`config.mk`:
```
export PLATFORM = sky130hd
export DESIGN_NAME = regfile_read_arbiter
export DESIGN_NICKNAME = d
export VERILOG_FILES = /design/src/rtl/regfile_read_arbiter.sv
export SDC_FILE = /design/constraint.sdc
export NUM_CORES = 1
export LEC_CHECK = 0
export CAP_MARGIN = 20
export CORE_ASPECT_RATIO = 0.9
export CORE_MARGIN = 8
export CORE_UTILIZATION = 38
export DETAILED_ROUTE_END_ITERATION = 8
export PLACE_DENSITY_LB_ADDON = 0.05
export RECOVER_POWER = 25
export SLEW_MARGIN = 40
export SYNTH_ARGS = -nofsm -noshare
export SYNTH_HDL_FRONTEND = slang
export SYNTH_SLANG_ARGS = --single-unit
```
`constraint.sdc`:
```
create_clock -name clk -period 3.2 [get_ports clk]
set_input_delay 0.48 -clock clk [delete_from_list [all_inputs] [get_ports clk]]
set_output_delay 0.48 -clock clk [all_outputs]
set_load 0.02 [all_outputs]
```
`src/rtl/regfile_read_arbiter.sv`:
```
// Round-robin arbiter sharing one register-file read port among NREQ requesters.
// Define REGRD_ARB_STREAM_EN to allow a new grant in the same cycle as the response handshake.
module regfile_read_arbiter #(
   parameter int unsigned NREQ  = 4,
   parameter int unsigned WIDTH = 32,
   parameter int unsigned IDW   = $clog2(NREQ)
) (
   input  logic              clk,
   input  logic              rst_n,
   input  logic [NREQ-1:0]   req_valid,
   input  logic [NREQ*5-1:0] req_addr,
   output logic [NREQ-1:0]   req_ready,
   output logic [4:0]        mux_select,
   input  logic [WIDTH-1:0]  mux_data,
   output logic              rsp_valid,
   output logic [IDW-1:0]    rsp_id,
   output logic [WIDTH-1:0]  rsp_data,
   input  logic              rsp_ready,
   output logic              busy
);

   typedef enum logic {IDLE, RESP} state_t;

   state_t         state;
   logic [IDW-1:0] ptr;
   logic [IDW-1:0] gnt;
   logic           found;
   logic           grant_en;

   // First valid requester at or after ptr, wrapping modulo NREQ.
   function automatic logic [IDW:0] rr_pick(input logic [NREQ-1:0] v, input logic [IDW-1:0] p);
      logic [IDW:0] r;
      int unsigned  j;
      r = '0;
      for (int unsigned k = 0; k < NREQ; k++) begin
         j = (32'(p) + k) % NREQ;
         if (!r[IDW] && v[j]) r = {1'b1, IDW'(j)};
      end
      return r;
   endfunction

   always_comb begin
      {found, gnt} = rr_pick(req_valid, ptr);
`ifdef REGRD_ARB_STREAM_EN
      grant_en = rst_n && found && ((state == IDLE) || rsp_ready);
`else
      grant_en = rst_n && found && (state == IDLE);
`endif
   end

   always_comb begin
      req_ready  = '0;
      mux_select = '0;
      for (int unsigned i = 0; i < NREQ; i++) begin
         if (grant_en && (gnt == IDW'(i))) begin
            req_ready[i] = 1'b1;
            mux_select   = req_addr[5*i +: 5];
         end
      end
   end

   assign busy = (state == RESP);

   always_ff @(posedge clk or negedge rst_n) begin
      if (!rst_n) begin
         state     <= IDLE;
         ptr       <= '0;
         rsp_valid <= 1'b0;
         rsp_id    <= '0;
         rsp_data  <= '0;
      end else if (grant_en) begin
         state     <= RESP;
         rsp_valid <= 1'b1;
         rsp_id    <= gnt;
         rsp_data  <= mux_data;
         ptr       <= (gnt == IDW'(NREQ-1)) ? '0 : gnt + 1'b1;
      end else if ((state == RESP) && rsp_ready) begin
         // rsp_data deliberately keeps its stale value until the next grant
         state     <= IDLE;
         rsp_valid <= 1'b0;
      end
   end

endmodule

```
### Word level (Yosys, flattened, before mapping)

Cells that the tools add are included.

* register bits: 37

* $add $sub $neg: 4
* $lt $le $gt $ge: 4
* equal/unequal tests: 3
* multiplexer cells: 23
* bitwise gates (word level): 1
* reductions and logical operators: 15

Operator list (number)
* $mux 5: 4
* $lt 2x3->1 const B: 4
* $mux 3: 4
* $logic_and 1x1->1: 10
* $mux 1: 10
* $bmux 1 s2: 4
* $add 2x1->2 const B: 2
* $add 2x2->2 const B: 2
* $eq 2x2->1 const B: 2
* $logic_not 1->1: 3
* $eq 2x1->1 const B: 1
* $logic_not 2->1: 1
* $mux 2: 1
* $reduce_bool 2->1: 1
* $not 1->1: 1

### Logic depth before layout (Yosys ltp)

* word-level depth: 19
* mapped depth: 9
* mapped depth without buffers: 7

### Worst setup path after synthesis

OpenSTA, ideal clock, no wires.

* path kind: register to output
* start: register ptr[1]
* end: output mux_select[0]
* arrival: 2.220 ns
* required time: 2.720 ns
* slack: 0.500 ns
* stages on the path, launching flop included: 10
* path buffers: 2
* cell sequence: dfrtp_1 clkbuf_1 nand4b_1 o31ai_1 or3_1 ha_1 clkbuf_1 nand3b_1 a221o_1 a21oi_1

* word-level cells in the longest chain between the ends: 19
* elaborated cells between the ends (all ways): 35
* those cells by class: add/sub: 3; eq/ne: 3; mux: 16; reduce/logical: 13

Ends and longest elaborated chain
* from (decl): RTL line 25 `logic [IDW-1:0] ptr;`
* from (signal assigned): RTL line 76 `ptr <= (gnt == IDW'(NREQ-1)) ? '0 : gnt + 1'b1;`
* branches (longest 11 deep; another with $add 2x1->2)
* $mux 3 *: RTL line 37 `if (!r[IDW] && v[j]) r = {1'b1, IDW'(j)};`
* $logic_and 1x1->1 (2 in series): RTL line 47 `grant_en = rst_n && found && (state == IDLE);`
* $logic_and 1x1->1: RTL line 55 `if (grant_en && (gnt == IDW'(i))) begin`
* $mux 5 (3 in series): RTL line 55
* $mux 5 *: RTL line 55
* to (decl): RTL line 13 `output logic [4:0] mux_select,`

Every way passes the cells marked *. The select of a mux whose other input is x is not followed.

### Final worst setup path

* start: input req_valid[2]
* end: output req_ready[3]

* elaborated cells between the ends (all ways): 23
* those cells by class: eq/ne: 1; mux: 13; reduce/logical: 9

RTL lines
* from (decl): RTL line 10 `input logic [NREQ-1:0] req_valid,`
* $bmux 1 s2: RTL line 37
* $mux 1 (not written as such): RTL line 37
* $mux 3: RTL line 37
* $logic_not 1->1: RTL line 37
* $logic_and 1x1->1: RTL line 37
* $mux 3: RTL line 37
* $logic_not 1->1: RTL line 37
* $logic_and 1x1->1: RTL line 37
* $mux 3: RTL line 37
* $logic_not 1->1: RTL line 37
* $logic_and 1x1->1: RTL line 37
* $mux 3 *: RTL line 37
* via gnt[0]: RTL line 26 `logic [IDW-1:0] gnt;`
* $eq 2x2->1 *: RTL line 55
* $logic_and 1x1->1 *: RTL line 55
* $mux 1 *: RTL line 55
* to (decl): RTL line 12 `output logic [NREQ-1:0] req_ready,`

The timed path passes the listed nets; every way through them passes the cells marked *. The select of a mux whose other input is x is not followed.

==> flow_summary.yaml <==
grt:
  all_layer_global_routing_usage: 0.1508
  first_global_vias: 1656
  grt_max_degree: 38
  grt-ovfl-total: 0
  grt_antenna_before_repair: 0
  global_route_wire_length_before_repair_um: 8307
synthesis:
  synth.yosys.warnings: 0
  syn-instance-count: 143
  mappedNetlistNets: 206
  synth_cell_type_count: 32
  mappedNetlistArea_um2: 1793
  synth_seq_cells: 37
  syn_area_per_cell_um2: 12.54
  synth-seq-area-share: 0.5164
timing:
  final.setup.tns_ps: 0
  setup_violations: 0
  skew_ps: 7.937
  post-route-min-period_ps: 3094
  relSlewSlack: -0.2650
  fin_worst_hold_slack_ps: 482.3
  finalHoldViolCount: 0
  timing.final.max_slew_violations: 38
  period_share: 0.9670
  maxClockFrequency_mhz: 323.2
  worstMarginPinSlew_ps: 1897
cells_and_area:
  final_layout_size_suffix_gt1_frac: 0.1794
  final_nets: 324
  areaGrowthSynthToFinish_pct: 71.39
  register_area_um2: 925.9
  antenna-diode-count: 0
  fin_cells: 324
  final_design_area_no_fill_um2: 3073
  layout.filler_cells: 349
  multiInputGateArea_um2: 824.5
worst_setup_path:
  worstPathCellList: "clkdlybuf4s50_1, nand2b_1, a21o_1, and3_1, buf_4, ha_2, and2_1, clkdlybuf4s50_1"
  crit_type: "in -> out"
  worst_path_max_delay_cell: "clkdlybuf4s50_1"
  cp_common_cell: "clkdlybuf4s50_1"
  path_max_fanout: 9
  crit_path_max_incr_delay_ps: 600
  worst_setup_path_start_kind: "input pin"
  worst_ep_required_time_ps: 2720
  setup.worst_path.end_class: "output pin"
  worst_ep_arrival_time_ps: 2610
cts:
  tritoncts_clock_tree: "built"
  htree_levels: 2
  holdBufCountCts: 0
  clk_pin_slew_worst_paths_ps: 70
  cts.root.buffer_cell: "clkbuf_8"
  clk-insertion-delay-late_ps: 290
  ctsLongestPathBuffers: 2
  cts_sinks: 37
  cts_buffers: 5
floorplan:
  design.core.area_um2: 4489
  row_count: 23
  die_x_um: 88.41
  floorplan.initialDensity: 0.3994
  ioPinCount: 104
  die-area_um2: 7175
  floorplan.die.height_um: 81.17
power_and_ir_drop:
  max-vdd-ir-drop_v: 0.0004015
  p_leak_uw: 0.001299
  power_per_cell_area_nw_per_um2: 627.7
detailed_routing:
  detail_route.vias_per_cell: 4.747
  dr_total_vias: 1538
  drtAntennaViolNets: 0
  drt_pre_antenna_iters: 4
  post-route-drc-count: 0
  drt-initial-drc-count: 31
  routed_wirelength_um: 5440
  wl_per_cell_um: 16.79
placed_design:
  hpwl_after_detailed_placement_um: 4323
  placedCellCount: 316
  gp_congestion: 0.8288
  area_post_placement_um2: 2963
  port_buffers: 103
run_status:
  violations: "capacitance limit, slew limit"
  status: "finished, violations left"
flow_run:
  drv.max_cap_violation_count: 1
min_path:
  min_path_type: "reg -> reg"
-- timing repair --
action                                  4_1_cts  5_1_grt
setup buffers                                 0        0
hold endpoints to repair                      0        0
endpoints found under the setup margin        7        9
pin swaps                                     0        1
gates resized for setup                      24        8
-- critical path: cells and delay by family --
| family | cells | cell delay, ps |
|---|---|---|
| buffers and inverters | 3 | 1220 |
| AO/OA/AOI/OAI | 1 | 160 |
| adder cells (fa/ha/maj) | 1 | 260 |
| AND/OR/NAND/NOR | 3 | 500 |
-- worst paths after layout --
check / start / end / slack, ps / cells after the start
setup reg to reg: ptr[1]$_DFFE_PN0P_ / ptr[1]$_DFFE_PN0P_ / 1320 / 6
setup / recovery: req_valid[2] / req_ready[3] / 110 / 8
hold / removal: rsp_data[1]$_DFFE_PN0P_ / rsp_data[1]$_DFFE_PN0P_ / 480 / 1
max in group asynchronous: rst_n / rsp_data[3]$_DFFE_PN0P_ / 1250 / 2
min in group asynchronous: rst_n / rsp_id[1]$_DFFE_PN0P_ / 860 / 2
hold reg to reg: rsp_data[1]$_DFFE_PN0P_ / rsp_data[1]$_DFFE_PN0P_ / 480 / 1
-- through the flow --
stage            util  setup WS, ps  total power (uW)
5_1_grt        0.6845        -3.955              2056
3_5_place_dp   0.6600        -501.8              1613
3_3_place_gp   0.6600        -406.3              1585
6_report       0.6845         105.6              1929
4_1_cts        0.6764        -9.381              1931
2_1_floorplan       -         500.2              1136
-- report_power, final --
part | internal (uW) | leakage, uW | total [uW] | switching, uW
logic | 507 | 0.000821 | 948 | 441
clock network | 150 | 0.0000439 | 314 | 164
registers | 589 | 0.000433 | 667 | 77.7
total | 1250 | 0.00130 | 1930 | 683
-- cells in the final DEF, fill, tap and decap left out, drive strengths merged --
cell type,Yosys,routed
nor3b,1,1
clkinvlp,0,1
buf,5,21
a21o,1,1
nand3b,5,5
o41ai,1,1
a221o,5,5
and3,1,1
nand2,6,6
nor2,1,1
and2,4,4
nor4,1,1
or2,1,1
a32oi,1,1
clkinv,0,2
nand4b,1,1
dfrtp,37,37
a21oi,11,11
or3,1,1
a32o,1,1
inv,8,8
o21ai,2,2
nand2b,2,2
mux2i,1,1
o31ai,1,1
clkbuf,4,7
ha,4,4
clkdlybuf4s50,0,95
mux2,33,33
o22ai,1,1
nor3,1,1
nand3,2,2
dlymetal6s2s,0,2
-- kinds of logic after synthesis --
| kind of cell | synth area share |
|---|---|
| flops | 0.5164 |
| mux | 0.2128 |
| simple gates | 0.1005 |
| compound gates | 0.09142 |
| buf+inv | 0.05094 |
| fa+ha+maj | 0.02791 |
-- registers in the layout (all words and copies together), names as in the netlist --
| register | flops |
|---|---|
| busy | 1 |
| rsp_id | 2 |
| ptr | 2 |
| rsp_data | 32 |
-- layer usage --
layer / vias up / global-route usage / routed length [um] / part of all wire
met5: - / 0 / 0 / 0
li1: 746 / - / - / -
met1: 718 / 0.1537 / 2057 / 0.38
met2: 66 / 0.2640 / 2669 / 0.49
met3: 8 / 0.07661 / 642 / 0.12
met4: 0 / 0.04722 / 70 / 0.013
-- final cells by class --
class / count / area share
Tap cell: 62 / 0.02524
Timing Repair Buffer: 120 / 0.3673
Clock inverter: 3 / 0.005700
Inverter: 8 / 0.009772
Clock buffer: 5 / 0.02239
Multi-Input combinational cell: 89 / 0.2683
Sequential cell: 37 / 0.3013
-- cell usage after synthesis, drive strengths merged --
master  number  area share
mux2i        1      0.0056
nor2         1      0.0063
clkbuf       4      0.0084
nand3b       5       0.021
o41ai        1      0.0049
dfrtp       37        0.52
nor3b        1      0.0042
a221o        5       0.028
a32o         1      0.0056
nor4         1       0.012
nor3         1      0.0028
mux2        33        0.21
or3          1      0.0035
or2          1      0.0035
and2         4       0.014
o21ai        2      0.0056
o22ai        1      0.0035
inv          8       0.017
a21o         1      0.0042
nand4b       1      0.0049
buf          5       0.026
o31ai        1      0.0042
nand3        2      0.0056
nand2        6       0.013
ha           4       0.028
a21oi       11       0.031
nand2b       2      0.0070
a32oi        1      0.0049
and3         1      0.0035
(Power assumes the default switching activity.)
==> RTL change 1 (config.mk and constraints unchanged) <==
Set the parameter `NREQ` to 8 (it was 4).
--- a/src/rtl/regfile_read_arbiter.sv
+++ b/src/rtl/regfile_read_arbiter.sv
@@ -1,7 +1,7 @@
 // Round-robin arbiter sharing one register-file read port among NREQ requesters.
 // Define REGRD_ARB_STREAM_EN to allow a new grant in the same cycle as the response handshake.
 module regfile_read_arbiter #(
-   parameter int unsigned NREQ  = 4,
+   parameter int unsigned NREQ  = 8,
    parameter int unsigned WIDTH = 32,
    parameter int unsigned IDW   = $clog2(NREQ)
 ) (
Interface: changed (resized req_addr, req_ready, req_valid and rsp_id); port bits go from 104 to 133. No check against the original RTL was run, so the function may have changed too.
==> RTL change 1 against the unedited design <==
The run ends with capacitance limit, slew limit, setup timing left. Wire length up 96%. Global-route usage up 3.2 points. Synthesized cell count up 110%. Power rose to 4.2 times the old value. Setup slack worse by 1.7 ns. Via count up 110%. Clock skew down 0.0025 ns. Synthesized area up 71%. Design area up 81%. Sequential cell count up 2. Fmax down 35%. Sequential power up 12%. Critical path type is now register to output port. Critical endpoint is now mux_select[4].
==> RTL change 1: results (changes against the unedited design) <==
Vias in the first global route: 3354 (+100%)
Number of port buffers: 132 (+28%)
Gr usage total: 0.183 (+0.0321)
# fillers: 607 (+74%)
Distinct cells, synth: 58 (+81%)
R2r setup slk: 0.04 ns (-1.28 ns)
Setup TNS: -13.92 ns (-13.92 ns)
# nets final: 607 (+87%)
Biggest regs: rsp_data: 32 flops, ptr: 3 flops, rsp_id: 3 flops
Critical path fanouts, max: 8 (-1)
Synth top area cells: dfrtp_1 32%, mux2_2 11%, mux4_2 6.6%
Seq/Total Area, Yosys: 0.318 (-0.199)
Slew Viols, Final: 40 (+5.3%)
RR Endpoint: ptr[2]$_DFFE_PN0P_
Violations in the final reports: capacitance limit, slew limit, setup timing
Avg Vias per Cell: 5.25 (+11%)
Syn nets: 395 (+92%)
Initial detailed-routing violation count: 162 (+420%)
Final setup viols: 13 (+13)
Worst vdd ir: 520 uV (+30%)
Worst path arrival time: 4.30 ns (+1.69 ns)
R2r worst-path depth: 12 (+6)
Family with the most delay on the worst path: multiplexers
Hold endpoint: rsp_data[2]$_DFFE_PN0P_
Detail Placement HPWL: 8320 um (+92%)
R2R Path Start: ptr[0]$_DFFE_PN0P_
Status: complete, but fails checks
Setup ws final: -1.58 ns (-1.68 ns)
Global-route wire length before repair: 16900 um (+100%)
Synth cell count leaders: 39 x dfrtp_1, 29 x mux2_2, 20 x a21oi_1, 20 x nand2_1, 19 x nor2_1
Worst-margin pin slew: 2.03 ns (+0.130 ns)
Leakage: 0.00229 uW (+77%)
Hold path startpoint: rsp_data[2]$_DFFE_PN0P_
MaxCap Viol Count: 1 (unchanged)
Wirelength per Cell: 17.3 um (+2.9%)
==> RTL change 1: cell types whose count changed after synthesis, moves of 6 or more <==
cell,delta
nor2b_1,+7
buf_2,+9
a211oi_1,+6
mux4_2,+9
mux2_2,+22
a21oi_1,+9
and3_1,+10
o21ai_0,+8
nor2_1,+19
mux2i_1,+11
nand2_1,+14
mux2_1,-19
==> RTL change 1: worst max path at each step <==
stage	start	end	slack, ns	cells past startpoint
floorplan	ptr[0]$_DFFE_PN0P_	mux_select[4]	-1.41	19
global placement	req_valid[6]	mux_select[4]	-2.07	18
detailed placement	req_valid[4]	mux_select[4]	-2.18	18
CTS	ptr[0]$_DFFE_PN0P_	mux_select[0]	-1.56	16
global route	ptr[0]$_DFFE_PN0P_	mux_select[4]	-1.77	20
finish	ptr[0]$_DFFE_PN0P_	mux_select[4]	-1.58	20
==> RTL change 1: cell type report <==
| type | count | share of cell area |
|---|---|---|
| Inverter | 9 | 0.00696 |
| Multi-Input combinational cell | 233 | 0.404 |
| Clock buffer | 6 | 0.0130 |
| Sequential cell | 39 | 0.175 |
| Tap cell | 99 | 0.0222 |
| Clock inverter | 2 | 0.00224 |
| Timing Repair Buffer | 228 | 0.376 |
| Antenna cell | 1 | 0.000449 |
==> RTL change 1: repair_timing <==
action,4_1_cts,5_1_grt
buffers inserted,13,11
endpoints found under the setup margin,14,15
pin swaps,20,11
endpoints found under the hold margin,0,0
resized for setup,121,5
==> RTL change 1: metal layers <==
layer / part of all wire / routed length [um] / track usage
met1: 0.45 / 4750 / 0.233
met2: 0.46 / 4880 / 0.293
met3: 0.083 / 889 / 0.0610
met4: 0.014 / 144 / 0.0425
met5: 0 / 0 / 0
==> RTL change 1: logic make-up after synthesis <==
group                    count (synthesis)  share of synthesized area
XOR/XNOR                                 6                     0.0171
flip-flops                              39                      0.318
AO/OA/AOI/OAI                           74                      0.183
AND/OR/NAND/NOR                         86                      0.149
multiplexers                            59                      0.250
buffers and inverters                   32                     0.0501
adder cells (fa/ha/maj)                  8                     0.0326
==> RTL change 1: power breakdown <==
group | switching [uW] | internal, uW | total, uW | leakage, uW
logic | 3340 | 3650 | 6990 | 0.00180
registers | 103 | 644 | 747 | 0.000453
clock network | 167 | 152 | 320 | 0.0000412
total | 3610 | 4450 | 8060 | 0.00229
==> RTL change 1: through the flow <==
step	total power [uW]	std cells	instance area (um2)	util	setup WS, ns
6_report	8060	617	5570	0.701	-1.58
5_1_grt	8610	616	5570	0.701	-1.77
4_1_cts	7700	605	5480	0.689	-1.56
3_5_place_dp	6520	584	5110	0.643	-2.18
3_3_place_gp	6440	584	5110	0.643	-2.07
2_1_floorplan	4380	304	3280	-	-1.41
==> RTL change 2 (same settings) <==
Made on the original files. Reset style: synchronous (`rst_n`), changed in one clocked block.
--- a/src/rtl/regfile_read_arbiter.sv
+++ b/src/rtl/regfile_read_arbiter.sv
@@ -61,7 +61,7 @@
 
    assign busy = (state == RESP);
 
-   always_ff @(posedge clk or negedge rst_n) begin
+   always_ff @(posedge clk) begin
       if (!rst_n) begin
          state     <= IDLE;
          ptr       <= '0;
Check against the original RTL: differs if rst_n is asserted again (counterexample within 4 cycles, from zero or initial values and one cycle with rst_n low); with rst_n held inactive, the same outputs for 10 cycles.
==> RTL change 2 against the unedited design <==
Design area down 2.9%. Sequential cell count stayed put. Worst hold slack got worse by 0.029 ns. Die area down 1.6%. First-iteration DRC count grew 74%. Wire length down 0.24%. Synthesized area fell by 2.0%. Setup slack got worse by 0.066 ns. Global-route usage rose by 0.21 points. Count of clock-buffer cells in the layout is 2 higher. Critical path type unchanged. Critical endpoint is now req_ready[2]. Highest routed layer unchanged.
Power is not compared: it rests on default switching activity, and its combinational part moved more than twofold at a synthesized area within 25%.
==> RTL change 2: results (changes against the unedited design) <==
Setup bufs post-CTS: 0 (unchanged)
Area grow syn2layout: 69.9%
Final GP Congestion: 0.799 (-3.6%)
Design Power: 1380 uW
CP Capture Point: req_ready[2]
Avg Vias per Cell: 4.64 (-2.2%)
Mapped Cells: 221 (+55%)
Fmax: 316 MHz (-2.1%)
Routed WL: 5430 um (-0.24%)
Clk pin slew, worst setup/hold paths: 0.07 ns (about the same)
Seq/Total Area, Yosys: 0.422 (-0.0947)
XOR/XNOR share of the synthesized area: 0 (unchanged)
Global-route wire length before repair: 8490 um (+2.2%)
Top_reg_cell synth: dfxtp_1
Critical Path Source: req_valid[0]
WHS: 0.453 ns (-0.0294 ns)
Clock skew: 0.00222 ns (-0.00572 ns)
Met3 wire len: 635 um (-1.1%)
Syn nets: 284 (+38%)
R2r worst-path depth: 7 (+1)
WL met1: 2430 um (+18%)
Layout cells sized above 1: 0.179 (-0.000601)
Detail Placement HPWL: 4090 um (-5.5%)
Worst slew margin: 0.738 (+1.00)
Place WS: -0.273 ns (+0.228 ns)
Met2 Track Usage GR: 0.235 (-0.0287)
GR Layer Usage met1: 0.181 (+0.0274)
Synth async-reset ratio: 0 (-1.00)
DR WL met2: 2310 um (-13%)
Pin count of the biggest net entering global routing: 33 (-13%)
Synth top area cells: dfxtp_1 42%, nand2_1 14%, a21oi_1 9.1%
Post-CTS resize count: 10 (-58%)
Met3 usage: 0.0744 (-0.00220)
Critical path fanouts, max: 11 (+2)
R2r setup slk: 1.69 ns (+0.37 ns)
Placed Area: 0.00285 mm2 (-3.9%)
Initial Util: 0.394 (-0.00556)
Post-Place Cells: 383 (+21%)
Switching Fraction: 0.296
Worst path arrival time: 2.68 ns (+0.07 ns)
Gr usage total: 0.153 (+0.00211)
Synth cell count leaders: 64 x nand2_1, 37 x dfxtp_1, 32 x a21oi_1
R2R Path Start: ptr[1]$_SDFFE_PN0P_
# nets final: 392 (+21%)
# fillers: 396 (+13%)
Compound-cell area share of the yosys netlist: 0.240 (+0.149)
Mux contribution to synthesized area: 0 (-0.213)
DR pass1 iterations: 4 (unchanged)
Status: completed
Initial detailed-routing violation count: 54 (+74%)
Vias: 1819 (+18%)
Adder-cell area share of the yosys netlist: 0.0285 (+0.000577)
Initial antenna violation count: 0 (unchanged)
RR Endpoint: ptr[1]$_SDFFE_PN0P_
Biggest regs: rsp_data: 32 flops, ptr: 2 flops, rsp_id: 2 flops
RTL change 2: worst min-delay path by stage:
stage,end,depth (start not counted),from
after floorplan,ptr[1]$_SDFFE_PN0P_,2,ptr[1]$_SDFFE_PN0P_
after global placement,rsp_data[10]$_SDFFE_PN0P_,2,rsp_data[10]$_SDFFE_PN0P_
after detailed placement,rsp_data[7]$_SDFFE_PN0P_,2,rsp_data[7]$_SDFFE_PN0P_
after CTS,rsp_data[10]$_SDFFE_PN0P_,2,rsp_data[10]$_SDFFE_PN0P_
after global routing,rsp_data[1]$_SDFFE_PN0P_,2,rsp_data[1]$_SDFFE_PN0P_
final,rsp_data[7]$_SDFFE_PN0P_,2,rsp_data[7]$_SDFFE_PN0P_
RTL change 2: layout make-up:
cell class / count / share of cell area
inverters: 10 / 0.0126
well taps: 62 / 0.0260
clock inverters: 1 / 0.0101
multi-input cells: 158 / 0.301
flip-flops and latches: 37 / 0.248
repair buffers: 117 / 0.373
clock buffers: 7 / 0.0289
